`config.mk`:
```
export PLATFORM = sky130hd
export DESIGN_NAME = bus_arbiter_2m
export DESIGN_NICKNAME = d
export VERILOG_FILES = /design/src/rtl/soc_bus_pkg.sv /design/src/rtl/bus_arbiter_2m_rr_pick2.sv /design/src/rtl/bus_arbiter_2m.sv
export SDC_FILE = /design/constraint.sdc
export NUM_CORES = 1
export LEC_CHECK = 0
export ABC_AREA = 1
export BUFFER_PORTS_ARGS = -buffer_cell sky130_fd_sc_hd__buf_2
export CORE_AREA = 2 2 107 109
export CTS_CLUSTER_SIZE = 20
export DETAILED_ROUTE_END_ITERATION = 8
export DIE_AREA = 0 0 109 111
export GPL_ROUTABILITY_DRIVEN = 0
export PLACE_DENSITY_LB_ADDON = 0.12
export SYNTH_ARGS = -nofsm -noshare
export SYNTH_HDL_FRONTEND = slang
export SYNTH_HIERARCHICAL = 1
export SYNTH_SLANG_ARGS = --single-unit
```
`constraint.sdc`:
```
create_clock -name clk -period 1.7 [get_ports clk]
set_clock_uncertainty 0.15 [all_clocks]
set_input_delay 0.17 -clock clk [delete_from_list [all_inputs] [get_ports clk]]
set_output_delay 0.17 -clock clk [all_outputs]
set_load 0.005 [all_outputs]
```
`src/rtl/soc_bus_pkg.sv`:
```
// soc_bus_pkg: shared bus state encoding and default arbiter timeout
package soc_bus_pkg;
  typedef enum logic {IDLE = 1'b0, BUSY = 1'b1} state_t;
  localparam int TIMEOUT_CYCLES_DEF = 64;
endpackage

```
`src/rtl/bus_arbiter_2m_rr_pick2.sv`:
```
// rr_pick2: two-input round-robin selector, on a tie the master not granted last wins
module rr_pick2 (
  input  logic [1:0] req,
  input  logic       last,
  output logic       win
);
  assign win = &req ? ~last : req[1];
endmodule

```
`src/rtl/bus_arbiter_2m.sv`:
```
// bus_arbiter_2m: two-master round-robin arbiter in front of a single slave with timeout abort
module bus_arbiter_2m
  import soc_bus_pkg::*;
#(
  parameter int TIMEOUT_CYCLES = TIMEOUT_CYCLES_DEF,
  parameter int TIMEOUT_W      = 8
) (
  input  logic        clk,
  input  logic        reset_,
  input  logic [1:0]  m_valid,
  input  logic [63:0] m_addr,
  input  logic [63:0] m_wdata,
  input  logic [7:0]  m_wstrb,
  output logic [1:0]  m_ready,
  output logic [31:0] m_rdata,
  output logic        s_valid,
  output logic [31:0] s_addr,
  output logic [31:0] s_wdata,
  output logic [3:0]  s_wstrb,
  input  logic        s_ready,
  input  logic [31:0] s_rdata,
  output logic        grant,
  output logic        timeout_err
);
  state_t               state;
  logic [TIMEOUT_W-1:0] cnt;
  logic                 win;
  logic                 active;
  logic                 done;
  logic                 tmo;

  rr_pick2 u_pick (.req(m_valid), .last(grant), .win(win));

  // A transaction is live only while the granted master still holds its request
  always_comb begin
    active  = (state == BUSY) && m_valid[grant];
    done    = active && s_ready;
    tmo     = active && !s_ready && (cnt == TIMEOUT_W'(TIMEOUT_CYCLES - 1));
    s_valid = active;
    s_addr  = grant ? m_addr[63:32]  : m_addr[31:0];
    s_wdata = grant ? m_wdata[63:32] : m_wdata[31:0];
    s_wstrb = active ? (grant ? m_wstrb[7:4] : m_wstrb[3:0]) : 4'b0000;
    m_ready = (done || tmo) ? (grant ? 2'b10 : 2'b01) : 2'b00;
    m_rdata = done ? s_rdata : 32'd0;
  end

  // Arbitrate in IDLE, then hold BUSY until completion, timeout or master withdrawal
  always_ff @(posedge clk) begin
    if (!reset_) begin
      state       <= IDLE;
      grant       <= 1'b1;
      cnt         <= '0;
      timeout_err <= 1'b0;
    end else if (state == IDLE) begin
      if (|m_valid) begin
        state <= BUSY;
        grant <= win;
        cnt   <= '0;
      end
    end else begin
      timeout_err <= timeout_err | tmo;
      if (!active || s_ready || tmo) state <= IDLE;
      else cnt <= cnt + 1'b1;
    end
  end
endmodule

```
[Word level (Yosys, flattened, before mapping)]
Cells that the tools add are included.
Storage, ports and cells
  input port bits: 173
  bits in registers: 11
  output and inout port bits: 105
Operators by class
  add/sub/neg operators: 1
  bitwise gates (word level): 3
  reductions and logical operators: 14
  equality and inequality tests: 2
  order comparisons: 1
  muxes and demuxes: 16
Operator list (number)
  2-to-1 mux 32 bit: 3
  2-to-1 mux 8 bit: 3
  adder 8 x 1 -> 8 bit, second input constant: 1
  equality test 8 x 6 -> 1 bit, second input constant: 1
  2-to-1 mux 4 bit: 2
  2-to-1 mux 1 bit: 6
  AND reduction 2 bit: 3
  logical AND 1 bit: 4
  2-to-1 mux 2 bit: 2
  logical OR 1 bit: 3
  zero test 1 bit: 2
  less-than comparator 1 x 2 -> 1 bit, second input constant: 1
  != test 2 bit, second input constant: 1
  NOT 1 bit: 2
  nonzero test 2 bit: 1
  OR reduction 2 bit: 1
  OR 1 bit: 1

[Depth between registers and ports, before layout]
  depth in word-level cells: 8
  gate-level depth with buffers: 10

[Hierarchy]
Netlist, hierarchy kept.
Modules (own cells, without submodules)
  bus_arbiter_2m: times used 1, seq. area each 220.2 um^2, cells an instance 388, area an instance 1811.7 um^2
  rr_pick2: times used 1, seq. area each 0.0 um^2, cells an instance 2, area an instance 12.5 um^2

[Worst setup path after synthesis]
Ideal clock, no wire load.
  kind: flip-flop to flip-flop
  from: register cnt[0]
  to: register cnt[7]
  clock period less this slack: 1467 ps
  cell stages (with the launch flop): 9
  setup time: 113 ps
  arrival time: 1204 ps
  slack: 233 ps
  path through: dfxtp_1 ha_1 nand3_1 nor2_4 nor2_4 nor2_4 nand2_1 nand2_1 nor2_1
On the way
  cells in the longest elaborated chain, start to end: 5
Ends and longest elaborated chain
  start: declaration: line bus_arbiter_2m.sv:26  | logic [TIMEOUT_W-1:0] cnt;
  start signal: assignment: line bus_arbiter_2m.sv:63  | else cnt <= cnt + 1'b1;
  branches (longest 5 deep; another with adder 8 x 1 -> 8 bit)
Several ways; the timed one is not identified. The select of a mux whose other input is x is not followed.
A chain may end at the register's enable or synchronous reset.

[Worst setup path in the final report]
  from: register grant
  to: output m_rdata[30]
On the way
  cells in the longest elaborated chain, start to end: 5
Ends and longest elaborated chain
  start: declaration: line bus_arbiter_2m.sv:22  | output logic grant,
  start signal: assignment: line bus_arbiter_2m.sv:57  | grant <= win;
  2-to-1 mux 1 bit (implied by the code) (2 in series): line bus_arbiter_2m.sv:36  | active = (state == BUSY) && m_valid[grant];
  logical AND 1 bit: line bus_arbiter_2m.sv:36
  logical AND 1 bit: line bus_arbiter_2m.sv:37  | done = active && s_ready;
  2-to-1 mux 32 bit: line bus_arbiter_2m.sv:44  | m_rdata = done ? s_rdata : 32'd0;
  end: declaration: line bus_arbiter_2m.sv:15  | output logic [31:0] m_rdata,
No other way between the ends. The select of a mux whose other input is x is not followed.

==> key figures <==
Status
  • Result of the run: finished, violations left
  • Violations in the final reports: negative setup slack

Logic synthesis
  • Nets in the synthesized netlist: ~560
  • Sequential-to-total area share from yosys stat: 0.121
  • Post-synthesis cell type count: 24
  • Synthesized instance count: 390
  • Synth Register Bits: 11
  • Post-synthesis average cell area: 4.68 µm²
  • Total standard cell area after synthesis: 1820 µm²
  • Total number of yosys warnings: 6

GRT
  • Maximum number of pins on one net before global-route repair: 71
  • Antenna violations before repair: 0
  • Leftover overflow at the end of global routing: 0
  • Global-route wire length before repair: between 10 and 15 mm
  • GRT Resource Usage Total: 0.146
  • Vias in the first global route: roughly 2800

STA
  • Worst path setup slack after routing: -6.68 ps
  • Worst-case headroom to the max-slew limit: 0.721
  • Fmax: 0.586 GHz
  • Max-slew violations: 0
  • Final clock period utilization by the worst path: 1.00
  • Hold slack final: 19.2 ps
  • Setup TNS Final: -16.1 ps
  • Setup repair after global routing missed its margin: yes
  • Final Setup Violations: 3
  • Actual slew at the worst max-slew pin: 419 ps
  • Final Hold Viols: 0
  • Post-layout min period: 1710 ps

Power and ir drop
  • Sequential cell fraction of total power: 0.170
  • Largest voltage drop on the vdd net: 0.000393 V
  • Static leakage: between 2 and 2.5 nW
  • Switch Pwr: 623 µW
  • Switching power as a share of total power: 0.383
  • Proportion of power drawn by combinational gates: 0.555
  • P_int: 1.00 mW
  • Clock network fraction of design power: 0.274
  • Power density over the cells: 452 nW/µm²

Drt
  • Number of remaining DRC errors: 0
  • Average wire per standard cell: 12.5 µm
  • Vias per std cell: 3.95
  • Count of nets left with antenna violations after detail routing: 0
  • Vias post-DR: ~3200
  • DRT Pass-1 Iters: 4
  • Total detailed-routing wirelength: 10.1 mm
  • Initial drt markers: 195

Job
  • Max Cap Violations: 0

Critical path
  • Endpoint required time on the critical path: 1380 ps
  • Arrival @ worst endpoint: 1390 ps
  • Crit path capture type: output port
  • Worst Setup Start Kind: flop
  • Largest driver fanout on the critical path: 8
  • Category of the critical setup timing path: flop to output port

Cells and area
  • Number of nets in the layout: 839
  • Fill count: 1324
  • Share of layout cells above drive strength 1: 0.505
  • Number of antenna cells inserted: 0
  • Layout Area Growth over Synthesis: 97.3%

Die
  • Die Ht: approximately 110 µm
  • Effective utilization at floorplan: 0.165
  • Core Rows: 39
  • DIE AREA: 12100 µm²
  • Overall die width: 109 µm
  • Number of top-level design ports: 278
  • Core box area: 11100 µm²

CTS
  • Level count of the clock H-tree: 1
  • CTS tree: done
  • Hold-fix buffer count after cts: 0
  • Maximum root-to-sink buffer count: 2
  • Sink Count: 11
  • Skew-Pair Late Insertion Delay: 250 ps
  • Inserted Clock Buffers: 3
  • Clk pin slew, worst setup/hold paths: 40 ps
  • Clk root buf: sky130_fd_sc_hd__clkbuf_16

Min path
  • Path class of the lowest-slack min-delay path: input port to flop

Placement
  • Port Buf Inserts: 277
  • Half-perimeter wire length after placement: 8.14 mm
metrics by stage:
step	power [mW]	instances	worst slack, ps	instance area (µm²)	util
finish	1.63	807	-6.68	3600	0.325
global route	1.76	807	-72.5	3600	0.325
CTS	1.63	804	-26.5	3490	0.315
detailed placement	1.16	798	10.8	3360	0.303
global placement	1.15	798	58.0	3360	0.303
floorplan	0.677	390	233	1820	-
metal layers:
metal | track usage | part of all wire
met1 | 0.162 | 0.38
met2 | 0.281 | 0.52
met3 | 0.0176 | 0.077
met4 | 0.0444 | 0.020
met5 | 0 | 0
critical path, stage by stage (launching register included):
cell	delay, ps
sky130_fd_sc_hd__dfxtp_4	350
sky130_fd_sc_hd__inv_4	70
sky130_fd_sc_hd__nand2_4	50
sky130_fd_sc_hd__nand2_4	70
sky130_fd_sc_hd__nand2_4	60
sky130_fd_sc_hd__nor2_4	110
sky130_fd_sc_hd__inv_4	70
sky130_fd_sc_hd__clkbuf_16	170
sky130_fd_sc_hd__nor2_1	80
sky130_fd_sc_hd__buf_2	110
cell families (layout without fill, tap and decap cells):
| group | after synthesis | after routing | synth area share |
|---|---|---|---|
| fa+ha+maj | 1 | 1 | 0.00686 |
| xor+xnor | 1 | 1 | 0.00480 |
| buf+inv | 65 | 339 | 0.153 |
| flops | 11 | 11 | 0.121 |
| simple gates | 294 | 294 | 0.646 |
| compound gates | 18 | 18 | 0.0686 |
sequential cells by signal, indices dropped and copies added (netlist names):
name         flops
timeout_err      1
state            1
grant            1
cnt              8
synth_stat cells:
library cell	count	area [µm²]
sky130_fd_sc_hd__xor2_1	1	8.76
sky130_fd_sc_hd__buf_6	4	45.0
sky130_fd_sc_hd__nand2_2	5	31.3
sky130_fd_sc_hd__ha_1	1	12.5
sky130_fd_sc_hd__a21oi_1	10	50.1
sky130_fd_sc_hd__inv_1	41	154
sky130_fd_sc_hd__nor2_2	1	6.26
sky130_fd_sc_hd__nand2_4	1	11.3
sky130_fd_sc_hd__nand3_1	7	35.0
sky130_fd_sc_hd__clkbuf_1	12	45.0
sky130_fd_sc_hd__buf_2	2	10.0
sky130_fd_sc_hd__inv_4	1	6.26
sky130_fd_sc_hd__nor2_4	3	33.8
sky130_fd_sc_hd__o21ai_0	2	10.0
sky130_fd_sc_hd__nand2_1	224	841
sky130_fd_sc_hd__nor3b_1	2	15.0
sky130_fd_sc_hd__o21ai_4	2	32.5
sky130_fd_sc_hd__o21bai_1	1	7.51
sky130_fd_sc_hd__nor2_1	50	188
sky130_fd_sc_hd__dfxtp_1	11	220
sky130_fd_sc_hd__o211ai_1	1	7.51
sky130_fd_sc_hd__a21oi_2	2	17.5
sky130_fd_sc_hd__nand3_4	1	17.5
sky130_fd_sc_hd__inv_2	5	18.8
what timing repair did:
item | in CTS | in global routing
resized for setup | 8 | 24
setup buffers | 2 | 1
pin swaps | 2 | 1
cloned | 0 | 2
setup endpoints to repair | 34 | 57
layout make-up:
class	count	area, µm²	area share
multi-input combinational	314	1420	0.394
clock inverter	1	5.00	0.00139
timing repair buffer	288	1520	0.421
tap	143	179	0.0497
sequential	11	226	0.0629
inverter	47	181	0.0504
clock buffer	3	75.1	0.0209
path summary, 6_finish.rpt:
| path | start | end | slack [ps] | cells past startpoint |
|---|---|---|---|---|
| min reg2reg | timeout_err | timeout_err | 310 | 2 |
| max reg2reg | cnt[0] | cnt[4] | 140 | 8 |
| min | reset_ | grant | 20 | 2 |
| max | grant | m_rdata[30] | -7 | 9 |
placed cells by master (no fill, tap or decap), types with 4 or more instances in the layout:
cell	instances
sky130_fd_sc_hd__buf_2	277
sky130_fd_sc_hd__nand2_1	224
sky130_fd_sc_hd__inv_1	41
sky130_fd_sc_hd__nor2_1	34
sky130_fd_sc_hd__nor2_2	12
sky130_fd_sc_hd__a21oi_1	10
sky130_fd_sc_hd__nor2_4	8
sky130_fd_sc_hd__dfxtp_1	8
sky130_fd_sc_hd__buf_4	7
sky130_fd_sc_hd__nand3_1	6
sky130_fd_sc_hd__nand2_4	4
sky130_fd_sc_hd__inv_2	4
sky130_fd_sc_hd__clkbuf_16	4
power by group through the flow:
| stage | clock [mW] | sequential, mW | combinational [mW] |
|---|---|---|---|
| floorplan | 0 | 0.278 | 0.398 |
| global placement | 0 | 0.281 | 0.873 |
| detailed placement | 0 | 0.282 | 0.875 |
| CTS | 0.459 | 0.277 | 0.891 |
| global route | 0.468 | 0.279 | 1.01 |
| finish | 0.447 | 0.277 | 0.904 |
Power figures use the tool's default switching activity.
